==> src/rtl/disp_sched.sv <==
// disp_sched: picks which of NSRC 16-bit sources is shown on the seven-segment display.
//
// Ports:
//   clk        system clock (10 MHz)
//   rst        asynchronous active-high reset
//   src_data   NSRC packed 16-bit sources, source k at [16k+15:16k]
//   btn_next   raw button, advance page
//   btn_mode   raw button, toggle MANUAL/AUTO
//   btn_hold   raw button, toggle display freeze
//   disp_val   registered value for the sseg driver
//   disp_sel   current page index
//   auto_mode  1 while in AUTO
//   hold       1 while the display is frozen
//
// Mode FSM:
//   state  | meaning
//   MANUAL | pages advance only on next presses; auto timer held at 0
//   AUTO   | pages also advance every AUTO_CYCLES cycles while not held
module disp_sched #(
    parameter int NSRC        = 4,
    parameter int SELW        = 2,
    parameter int DB_CYCLES   = 10000,
    parameter int AUTO_CYCLES = 10000000
) (
    input  logic               clk,
    input  logic               rst,
    input  logic [NSRC*16-1:0] src_data,
    input  logic               btn_next,
    input  logic               btn_mode,
    input  logic               btn_hold,
    output logic [15:0]        disp_val,
    output logic [SELW-1:0]    disp_sel,
    output logic               auto_mode,
    output logic               hold
);

    localparam int DBW = $clog2(DB_CYCLES + 1);
    localparam int ATW = $clog2(AUTO_CYCLES + 1);
    localparam logic [DBW-1:0]  DB_LAST  = DBW'(DB_CYCLES - 1);
    localparam logic [ATW-1:0]  AT_LAST  = ATW'(AUTO_CYCLES - 1);
    localparam logic [SELW-1:0] SEL_LAST = SELW'(NSRC - 1);

    typedef enum logic {MANUAL = 1'b0, AUTO = 1'b1} mode_t;

    // Button index: 0 = next, 1 = mode, 2 = hold.
    logic [2:0]     btn_raw;
    logic [2:0]     sync1;
    logic [2:0]     sync2;
    logic [2:0]     level;
    logic [2:0]     press;
    logic [DBW-1:0] db_cnt [3];

    mode_t           state;
    mode_t           state_nx;
    logic [ATW-1:0]  tmr;
    logic [ATW-1:0]  tmr_nx;
    logic            hold_nx;
    logic [SELW-1:0] sel_nx;
    logic            auto_req;
    logic            advance;

    assign btn_raw = {btn_hold, btn_mode, btn_next};

    // Synchronize, debounce, and emit a registered one-cycle pulse on each
    // accepted 0->1 change of the debounced level.
    always_ff @(posedge clk or posedge rst) begin
        if (rst) begin
            sync1 <= '0;
            sync2 <= '0;
            level <= '0;
            press <= '0;
            for (int i = 0; i < 3; i++) begin
                db_cnt[i] <= '0;
            end
        end else begin
            sync1 <= btn_raw;
            sync2 <= sync1;
            for (int i = 0; i < 3; i++) begin
                press[i] <= 1'b0;
                if (sync2[i] == level[i]) begin
                    db_cnt[i] <= '0;
                end else if (db_cnt[i] == DB_LAST) begin
                    level[i]  <= sync2[i];
                    db_cnt[i] <= '0;
                    press[i]  <= sync2[i];
                end else begin
                    db_cnt[i] <= db_cnt[i] + 1'b1;
                end
            end
        end
    end

    // A page advance is judged against the hold value before any toggle in
    // the same cycle, so a simultaneous next+hold still advances once.
    assign auto_req  = (state == AUTO) && !hold && (tmr == AT_LAST);
    assign advance   = (press[0] || auto_req) && !hold;
    assign auto_mode = (state == AUTO);

    always_comb begin
        state_nx = state;
        tmr_nx   = tmr;
        hold_nx  = hold ^ press[2];
        sel_nx   = disp_sel;
        if (advance) begin
            sel_nx = (disp_sel == SEL_LAST) ? '0 : disp_sel + 1'b1;
        end
        case (state)
            MANUAL: begin
                tmr_nx = '0;
                if (press[1]) begin
                    state_nx = AUTO;
                end
            end
            AUTO: begin
                if (press[1]) begin
                    state_nx = MANUAL;
                    tmr_nx   = '0;
                end else if (advance) begin
                    tmr_nx = '0;
                end else if (!hold) begin
                    tmr_nx = tmr + 1'b1;
                end
            end
            default: begin
                state_nx = MANUAL;
                tmr_nx   = '0;
            end
        endcase
    end

    always_ff @(posedge clk or posedge rst) begin
        if (rst) begin
            state    <= MANUAL;
            tmr      <= '0;
            hold     <= 1'b0;
            disp_sel <= '0;
            disp_val <= '0;
        end else begin
            state    <= state_nx;
            tmr      <= tmr_nx;
            hold     <= hold_nx;
            disp_sel <= sel_nx;
            if (!hold) begin
                disp_val <= src_data[{disp_sel, 4'b0000} +: 16];
            end
        end
    end

endmodule
==> config.mk <==
export PLATFORM = sky130hd
export DESIGN_NAME = disp_sched
export DESIGN_NICKNAME = d
export VERILOG_FILES = /design/src/rtl/disp_sched.sv
export SDC_FILE = /design/constraint.sdc
export NUM_CORES = 1
export LEC_CHECK = 0
export ABC_AREA = 0
export CORE_MARGIN = 5
export CORE_UTILIZATION = 45
export DETAILED_ROUTE_END_ITERATION = 16
export HOLD_SLACK_MARGIN = 0.05
export PLACE_DENSITY = 0.68
export SYNTH_ARGS = -nofsm -noshare
export SYNTH_HDL_FRONTEND = slang
export SYNTH_SLANG_ARGS = --single-unit
==> constraint.sdc <==
create_clock -name clk -period 4.58 [get_ports clk]
set_input_delay 0.687 -clock clk [delete_from_list [all_inputs] [get_ports clk]]
set_output_delay 0.687 -clock clk [all_outputs]
set_load 0.02 [all_outputs]
* After elaboration in Yosys (flattened, before gate mapping) *
Index checks and enable logic that the tools add are counted.

storage, ports and cells
  register bits = 98
  latch bits = 0
  memory bits (writable) = 0
  ROM bits = 0
  input bits = 69
  output and inout port bits = 20
  word-level logic and storage cells = 62
  memories kept = 0

cells by class
  add/sub/neg operators = 5
  $mul = 0
  divide/modulo/power cells = 0
  order comparisons = 0
  equality and inequality tests = 9
  shift-type cells = 1
  muxes and demuxes = 20
  bitwise gates (word level) = 5
  reductions and logical operators = 8

operators by type and width
  operator                 number
  $mux W14                 6
  $mux W24                 3
  $shiftx A64 B7 Y16       1
  $pmux W24 S2             1
  $add A14 B1 Y14 const B  3
  $eq A14 B14 Y1 const B   3
  $add A24 B1 Y24 const B  1
  $eq A24 B24 Y1 const B   1
  $mux W1                  8
  $reduce_and A2 Y1        3
  $ne A4 B3 Y1 const B     1
  $not A1 Y1               4
  $eq A1 B1 Y1             3
  $logic_and A1 B1 Y1      3
  $add A2 B1 Y2 const B    1
  $eq A2 B2 Y1 const B     1
  $mux W2                  1
  $pmux W1 S2              1
  $logic_not A1 Y1         1
  $logic_or A1 B1 Y1       1
  $xor A1 B1 Y1            1

* Logic depth before layout (Yosys ltp) *
Gate-level depths: netlist of run 1.

  word-level depth = 8
  depth in mapped cells = 7
  gate-level depth less buffers = 6

* Worst setup path after synthesis of run 1 *
No wires, ideal clock.

  path type = reg2reg
  start = register disp_sel[0]
  end = register disp_val[0]
  setup time = 0.117 ns
  arrival = 1.607 ns
  data required time = 4.463 ns
  slack = 2.856 ns
  cell stages (with the launch flop) = 6
  buffers on the path = 2
  period minus slack after synthesis = 1.724 ns
  cells stage by stage = dfrtp_1 > buf_2 > buf_4 > mux4_2 > nand2_1 > nand2_1

on the way
  cells in the longest elaborated chain, start to end = 1

ends and longest elaborated chain
  element                 line  source
  from (decl)             32    output logic [SELW-1:0] disp_sel,
  from (signal assigned)  142   disp_sel <= sel_nx;
  $shiftx A64 B7 Y16      144   disp_val <= src_data[{disp_sel, 4'b0000} +: 16];
  to (signal assigned)    144
  to (decl)               31    output logic [15:0] disp_val,

Every way passes these cells.
A chain may end at the register's enable or synchronous reset.

* Worst setup path after layout of run 1 *
  start = register hold
  end = output hold

RTL lines
  element                 line  source
  from (decl)             34    output logic hold
  from (signal assigned)  141   hold <= hold_nx;

No word-level cell between the ends.

==> impl_metrics.yaml, run 1 <==
status:
  status: "finished, final reports clean"
logic_synthesis:
  yosysTopAreaCell: "dfrtp_1"
  yosys.area.top_type_share_pct: 50.7
  synthArstFlopShare_pct: 100
  ys_seq_area_share_pct: 50.7
  synth_warnings: 0
  synth_ff_type: "dfrtp_1"
  syn_nets: 523
  synthCells: 449
  synth_edf_count: 0
  synth.distinct_cells: 41
  ys_top_cells_by_area: "dfrtp_1, mux4_2, xor2_1"
  ys_seq_elements: 98
  syn-cell-area_um2: 4830
  syn_area_per_cell_um2: 10.8
floorplan:
  ios: 89
  die-area_um2: 12900
  rows: 37
  die_h_um: 114
  design.core.area_um2: 10400
  die_x_um: 114
  initial_core_util_pct: 46.4
clocking:
  clkTransAtPathRegs_ns: 0.10
  clk_path_buf_depth: 2
  cts_resized: 0
  insertion_delay_ns: 0.35
  cts_buffers: 9
  cts_root_buf: "clkbuf_8"
  postCtsHoldBufs: 0
  post_cts_buffers: 0
  htreeDepth: 3
  clock-sinks: 98
  cts_tree: "yes"
timing:
  max_freq_ghz: 0.363
  period_minus_slack_ns: 2.75
  tightest_slew_ns: 0.920
  fin_skew_ns: 0.00948
  max_slew_margin_pct: 38.6
  final_max_slew_viol_count: 0
  final.period_utilization_pct: 60.1
  finalHoldViolCount: 0
  fin_tns_setup_ns: 0
  setup_violations: 0
  rsz0062_at_grt: "no"
worst_setup_path:
  required_ns: 3.89
  cp_cell_sequence: "clkdlybuf4s50_1"
  reg2regPathDepth: 4
  path_buf_inv: 1
  end_kind: "primary output"
  cp-start-kind: "flop"
  critical_path_class: "flop to primary output"
  rr_startpoint: "hold$_DFF_PP0_"
  crit_arrival_ns: 2.07
  crit_slowest_cell: "dfrtp_1"
  critical_path.max_fanout: 29
  slowest_delay_ns: 0.96
  r2r-end: "tmr[19]$_DFFE_PP0P_"
  critPathTopFamily: "flip-flops"
  rrSetupSlack_ns: 1.93
cells_and_area:
  layout-drive-gt1-share_pct: 8.70
  fin_nets: 610
  area_delta_synth_final_pct: 23.5
  layout.cells.non_filler: 676
  final_area_um2: 5970
  n_antenna_cell: 0
  fin_util_pct: 57.3
power:
  p_per_area_nw_per_um2: 254
  ir_worst_vdd_mv: 0.172
  leakage_nw: 2.55
detailed_routing:
  vias_per_cell: 5.11
  remaining_drc_errors: 0
  num_vias: 3452
  final_antenna_net_count: 0
  drt_wl_total_um: 10100
  drtIter0Drc: 223
  dr.pass1.iters: 4
  wire_per_inst_um: 14.9
min_path:
  whs_path_depth: 0
  hold_class: "flop to flop"
  hold_end: "sync2[0]$_DFF_PP0_"
  min_from: "sync1[0]$_DFF_PP0_"
flow_run:
  drv_cap: 0
place:
  place_congestion: 0.806
  dp_cells: 661
  io_buffers: 88
  hpwl_um: 7290
  placed_area_um2: 5810
global_routing:
  grt_pass1_wl_um: 17300
  grt_pass1_vias: 3602
  antenna_found_initial: 0
  grt-ovfl-total: 0
  track_usage_pct: 16.4
  grt_max_degree: 76
[cell usage after synthesis, drive strengths merged (2+ instances only)]
cell type / n
a21oi: 4
and3: 14
and4: 5
buf: 10
clkbuf: 4
dfrtp: 98
ha: 5
inv: 3
mux2: 4
mux4: 16
nand2: 71
nand3: 31
nand4: 12
nor2: 76
nor3: 8
nor3b: 3
nor4: 3
nor4b: 4
nor4bb: 3
o21ai: 3
or4: 2
xnor2: 22
xor2: 40
[per-stage QoR]
step	hold slack, ns	setup WS [ns]	total power, W
6_report	0.377	1.83	0.00151
5_1_grt	0.379	1.53	0.00158
4_1_cts	0.369	1.81	0.00154
3_5_place_dp	0.343	1.95	0.00105
3_3_place_gp	0.336	2.07	0.00104
2_1_floorplan	0.331	1.33	0.000962
[state kept, by name (all words and copies together), names as in the netlist, 2 cells and up]
signal and cells:
disp_sel 2, sync1 3, press 3, level 3
tmr 24, sync2 3, db_cnt 42, disp_val 16
[logic make-up after synthesis]
logic type      count (synthesis)  synth area share, %
simple gates                  236                 24.6
flops                          98                 50.7
xor+xnor                       62                 11.2
mux                            20                 8.46
buf+inv                        18                 2.25
compound gates                 10                 1.37
fa+ha+maj                       5                 1.29
[final cells by class]
cell class	instances	area [um^2]
Fill cell	892	4450
Sequential cell	98	2450
Multi-Input combinational cell	333	2270
Timing Repair Buffer	90	896
Tap cell	136	170
Clock buffer	11	131
Clock inverter	4	28.8
Inverter	4	17.5
[worst max-delay path by stage]
stage                         startpoint             endpoint  cells past startpoint
after global routing      hold$_DFF_PP0_  tmr[13]$_DFFE_PP0P_                      4
after detailed placement  hold$_DFF_PP0_   tmr[5]$_DFFE_PP0P_                      4
final                     hold$_DFF_PP0_                 hold                      1
after global placement    hold$_DFF_PP0_   tmr[6]$_DFFE_PP0P_                      4
after floorplan                      rst  auto_mode$_DFF_PP0_                      1
after CTS                 hold$_DFF_PP0_                 hold                      1
[routing by layer]
layer  track usage [%]  part of all wire [%]  vias to the layer above
li1                  -                     -                     1705
met2              29.4                    53                       35
met4              5.21                   1.5                        0
met3              2.97                   2.0                       14
met1              20.1                    44                     1698
met5                 0                     0                        -
[worst reg2reg max path, stage by stage (launching register included)]
cell and delay [ns]:
dfrtp_1 0.96, clkinv_1 0.72, a21oi_1 0.39, o21ai_2 0.31, nor2_1 0.21
[placed cells by master (no fill, tap or decap), types with 3 or more instances in the layout]
master / count
nand2_1: 69
dfrtp_1: 98
clkbuf_8: 9
nand3_1: 30
nand4_1: 9
xor2_1: 40
xnor2_1: 22
ha_1: 5
nor2_1: 75
nor4b_1: 4
clkdlybuf4s50_1: 88
a21oi_1: 3
nor3_1: 8
and4_1: 5
and3_1: 14
mux4_2: 16
nor4_4: 3
nor3b_1: 3
nand4_2: 3
nor4bb_1: 3
[where the power goes]
part / switching [W] / internal (W) / total (W)
sequential: 0.0000123 / 0.000881 / 0.000893
clock: 0.000290 / 0.000196 / 0.000486
combinational: 0.0000528 / 0.0000821 / 0.000135
total: 0.000355 / 0.00116 / 0.00151
(Power assumes the default switching activity.)
==> run 2, diff against run 1 <==
- clock period: 4.58 -> 2.7 ns (I/O delays scaled with it)
==> impl_metrics.yaml, run 2 (synthesized netlist as in run 1, its figures left out) <==
timing:
  period_minus_slack_ns: 2.03
  max_slew_margin_pct: 66.2
  setup_violations: 0
  fin_skew_ns: 0.0113
  tightest_slew_ns: 0.503
  rsz0062_at_grt: "no"
  max_freq_ghz: 0.493
  fin_tns_setup_ns: 0
  finalHoldViolCount: 0
  final_max_slew_viol_count: 0
  fin_ws_ns: 0.671
  final.period_utilization_pct: 75.2
clocking:
  clock-sinks: 98
  htreeDepth: 3
  cts_buffers: 9
  clkTransAtPathRegs_ns: 0.10
  postCtsHoldBufs: 0
  clk_path_buf_depth: 2
  cts_root_buf: "clkbuf_8"
  cts_tree: "yes"
  cts_resized: 0
  post_cts_buffers: 0
  insertion_delay_ns: 0.37
cells_and_area:
  top_register: "db_cnt"
  final_area_um2: 6070
  largest_reg_flops: 42
  fin_nets: 617
  n_antenna_cell: 0
  layout_common_cells: "dfrtp_1, clkdlybuf4s50_1, nor2_1, nand2_1, xor2_1"
  fin_util_pct: 58.3
  area_delta_synth_final_pct: 25.7
  final_common_cell: "dfrtp_1"
  reg_top3: "db_cnt: 42 flops, tmr: 24 flops, disp_val: 16 flops"
  layout-drive-gt1-share_pct: 10.4
worst_setup_path:
  cp-startpoint: "disp_sel[1]$_DFFE_PP0P_"
  cp-start-kind: "flop"
  end_kind: "primary output"
  rr_startpoint: "tmr[0]$_DFFE_PP0P_"
  required_ns: 2.30
  path_buf_inv: 2
  slowest_delay_ns: 0.66
  cp_cell_sequence: "buf_4 > clkdlybuf4s50_1"
  critical_path_class: "flop to primary output"
  critical_path.max_fanout: 19
  crit_slowest_cell: "clkdlybuf4s50_1"
  critPathTopFamily: "buffers and inverters"
  crit_arrival_ns: 1.62
  rrSetupSlack_ns: 0.84
flow_run:
  drv_cap: 0
global_routing:
  use_met2_pct: 27.9
  use_met3_pct: 3.93
  grt_busiest_layer: "met2"
  antenna_found_initial: 0
  grt_pass1_wl_um: 17100
  grtUsageMet1_pct: 20.6
  track_usage_pct: 16.2
  grt_pass1_vias: 3593
  grt_max_degree: 57
  grt-ovfl-total: 0
place:
  placed_area_um2: 5890
  place_congestion: 0.791
  hpwl_um: 7330
  dpl_worst_slack_ns: 0.865
  io_buffers: 88
detailed_routing:
  remaining_drc_errors: 0
  drt_wl_total_um: 9700
  num_vias: 3504
  final_antenna_net_count: 0
  dr.pass1.iters: 4
  wire_per_inst_um: 14.2
  drtIter0Drc: 114
  vias_per_cell: 5.12
floorplan:
  die_h_um: 114
  initial_core_util_pct: 46.4
  rows: 37
  die-area_um2: 12900
  ios: 89
  die_x_um: 114
  design.core.area_um2: 10400
min_path:
  hold_class: "primary input to async pin"
power:
  power_w: 0.00263
  p_per_area_nw_per_um2: 434
  leakage_nw: 2.59
  ir_worst_vdd_mv: 0.391
status:
  status: "finished, final reports clean"
## run 2: power breakdown
group / internal (W) / total [W] / switching (W)
clock: 0.000368 / 0.000887 / 0.000519
sequential: 0.00149 / 0.00151 / 0.0000191
combinational: 0.000144 / 0.000233 / 0.0000893
## run 2: area by class of cell
type                       count  area (um^2)
fill                         914         4340
sequential                    98         2450
multi-input combinational    333         2270
timing repair buffer          97          973
tap                          136          170
clock buffer                  10          138
clock inverter                 6         48.8
inverter                       4         18.8
## run 2: final timing paths
path | to | cells after the start
worst max-delay path | disp_sel[1] | 2
worst max register to register | disp_sel[1]$_DFFE_PP0P_ | 6
min in group clk | sync2[1]$_DFF_PP0_ | 0
max in group asynchronous | tmr[19]$_DFFE_PP0P_ | 3
worst min register to register | sync2[1]$_DFF_PP0_ | 0
worst min-delay path | db_cnt[10]$_DFF_PP0_ | 2
## run 2: metal layers
layer | routed length (um) | up-vias
met5 | 0 | -
met4 | 101 | 0
met3 | 332 | 9
met2 | 4960 | 39
met1 | 4310 | 1734
li1 | - | 1722
## run 2: through the flow
stage,cells,hold slack [ns]
floorplan,449,0.331
global placement,668,0.334
detailed placement,668,0.340
CTS,684,0.324
global route,684,0.340
finish,684,0.341
==> run 3, diff against run 2 <==
- clock period: 2.7 -> 2.11 ns (I/O delays scaled with it)
==> impl_metrics.yaml, run 3 (synthesized netlist as in run 1, its figures left out) <==
worst_setup_path:
  end_kind: "flop"
  crit_arrival_ns: 2.12
  cp-start-kind: "flop"
  critical_path_class: "flop to flop"
  slowest_delay_ns: 0.43
  crit_slowest_cell: "dfrtp_1"
  cp_cell_sequence: "ha_1 > nand3_1 > nor3_1 > a21oi_2 > nor2_1 > mux2_1"
  critPathTopFamily: "simple AND/OR/NAND/NOR gates"
  required_ns: 2.37
  critical_path.max_fanout: 5
  path_buf_inv: 0
clocking:
  cts_tree: "yes"
  postCtsHoldBufs: 0
  clk_path_buf_depth: 2
  htreeDepth: 3
  clock-sinks: 98
  cts_buffers: 9
  insertion_delay_ns: 0.38
  clkTransAtPathRegs_ns: 0.10
  cts_root_buf: "clkbuf_8"
  cts_resized: 0
  post_cts_buffers: 0
place:
  io_buffers: 88
  hpwl_um: 7320
  dpl_worst_slack_ns: 0.276
  place_congestion: 0.791
floorplan:
  die_h_um: 114
  rows: 37
  design.core.area_um2: 10400
  initial_core_util_pct: 46.4
  ios: 89
  die_x_um: 114
  die-area_um2: 12900
global_routing:
  grt_max_degree: 58
  antenna_found_initial: 0
  grt_pass1_vias: 3530
  grt-ovfl-total: 0
  track_usage_pct: 16.2
  grt_pass1_wl_um: 16900
flow_run:
  drv_cap: 0
detailed_routing:
  drt_wl_total_um: 9790
  wire_per_inst_um: 14.3
  final_antenna_net_count: 0
  dr.pass1.iters: 4
  num_vias: 3532
  vias_per_cell: 5.16
  remaining_drc_errors: 0
  drtIter0Drc: 98
cells_and_area:
  final_common_cell: "dfrtp_1"
  top_register: "db_cnt"
  area_delta_synth_final_pct: 25.9
  reg_top3: "db_cnt: 42 flops, tmr: 24 flops, disp_val: 16 flops"
  fillerInstances: 903
  largest_reg_flops: 42
  layout_common_cells: "dfrtp_1, clkdlybuf4s50_1, nor2_1, nand2_1, xor2_1"
  layout-drive-gt1-share_pct: 10.2
  fin_nets: 617
  n_antenna_cell: 0
timing:
  setup_violations: 0
  whs_ns: 0.250
  rsz0062_at_grt: "no"
  final.period_utilization_pct: 88.2
  tightest_slew_ns: 0.547
  max_freq_ghz: 0.537
  max_slew_margin_pct: 63.2
  finalHoldViolCount: 0
  fin_tns_setup_ns: 0
  final_max_slew_viol_count: 0
  fin_skew_ns: 0.0179
  period_minus_slack_ns: 1.86
  fin_ws_ns: 0.249
min_path:
  hold_class: "primary input to async pin"
power:
  leakage_nw: 2.60
  p_per_area_nw_per_um2: 568
  ir_worst_vdd_mv: 0.451
status:
  status: "finished, final reports clean"
run 3: per-stage QoR:
step | area (um^2) | utilization [%] | cells | power [W]
6_report | 6090 | 58.4 | 684 | 0.00346
5_1_grt | 6090 | 58.4 | 684 | 0.00361
4_1_cts | 6090 | 58.4 | 684 | 0.00351
3_5_place_dp | 5890 | 56.5 | 668 | 0.00228
3_3_place_gp | 5890 | 56.5 | 668 | 0.00227
2_1_floorplan | 4840 | - | 449 | 0.00209
run 3: layout make-up:
type	instances	area, um^2	share of cell area (%)
clock inverter	6	72.6	1.19
sequential	98	2450	40.3
clock buffer	10	128	2.10
inverter	4	18.8	0.308
multi-input combinational	333	2270	37.3
tap	136	170	2.80
timing repair buffer	97	973	16.0
run 3: per-layer routing:
metal	wire length (um)	share of wire (%)	global-route usage (%)
met4	185	1.9	5.77
met2	4810	49	26.2
met5	0	0	0
met1	4470	46	21.3
met3	327	3.3	3.66
run 3: final timing paths:
check | slack, ns | end | depth (start not counted) | start
worst min register to register | 0.36 | sync2[2]$_DFF_PP0_ | 0 | sync1[2]$_DFF_PP0_
min in group clk | 0.36 | sync2[2]$_DFF_PP0_ | 0 | sync1[2]$_DFF_PP0_
worst max register to register | 0.25 | disp_sel[1]$_DFFE_PP0P_ | 6 | tmr[0]$_DFFE_PP0P_
max in group asynchronous | 1.25 | tmr[4]$_DFFE_PP0P_ | 3 | rst
worst min-delay path | 0.25 | sync1[1]$_DFF_PP0_ | 2 | rst
worst max-delay path | 0.25 | disp_sel[1]$_DFFE_PP0P_ | 6 | tmr[0]$_DFFE_PP0P_
run 3: report_power, final:
| group | switching (W) | leakage (nW) | internal (W) |
|---|---|---|---|
| sequential | 0.0000238 | 1.31 | 0.00191 |
| combinational | 0.000115 | 1.20 | 0.000185 |
| clock | 0.000664 | 0.0910 | 0.000560 |
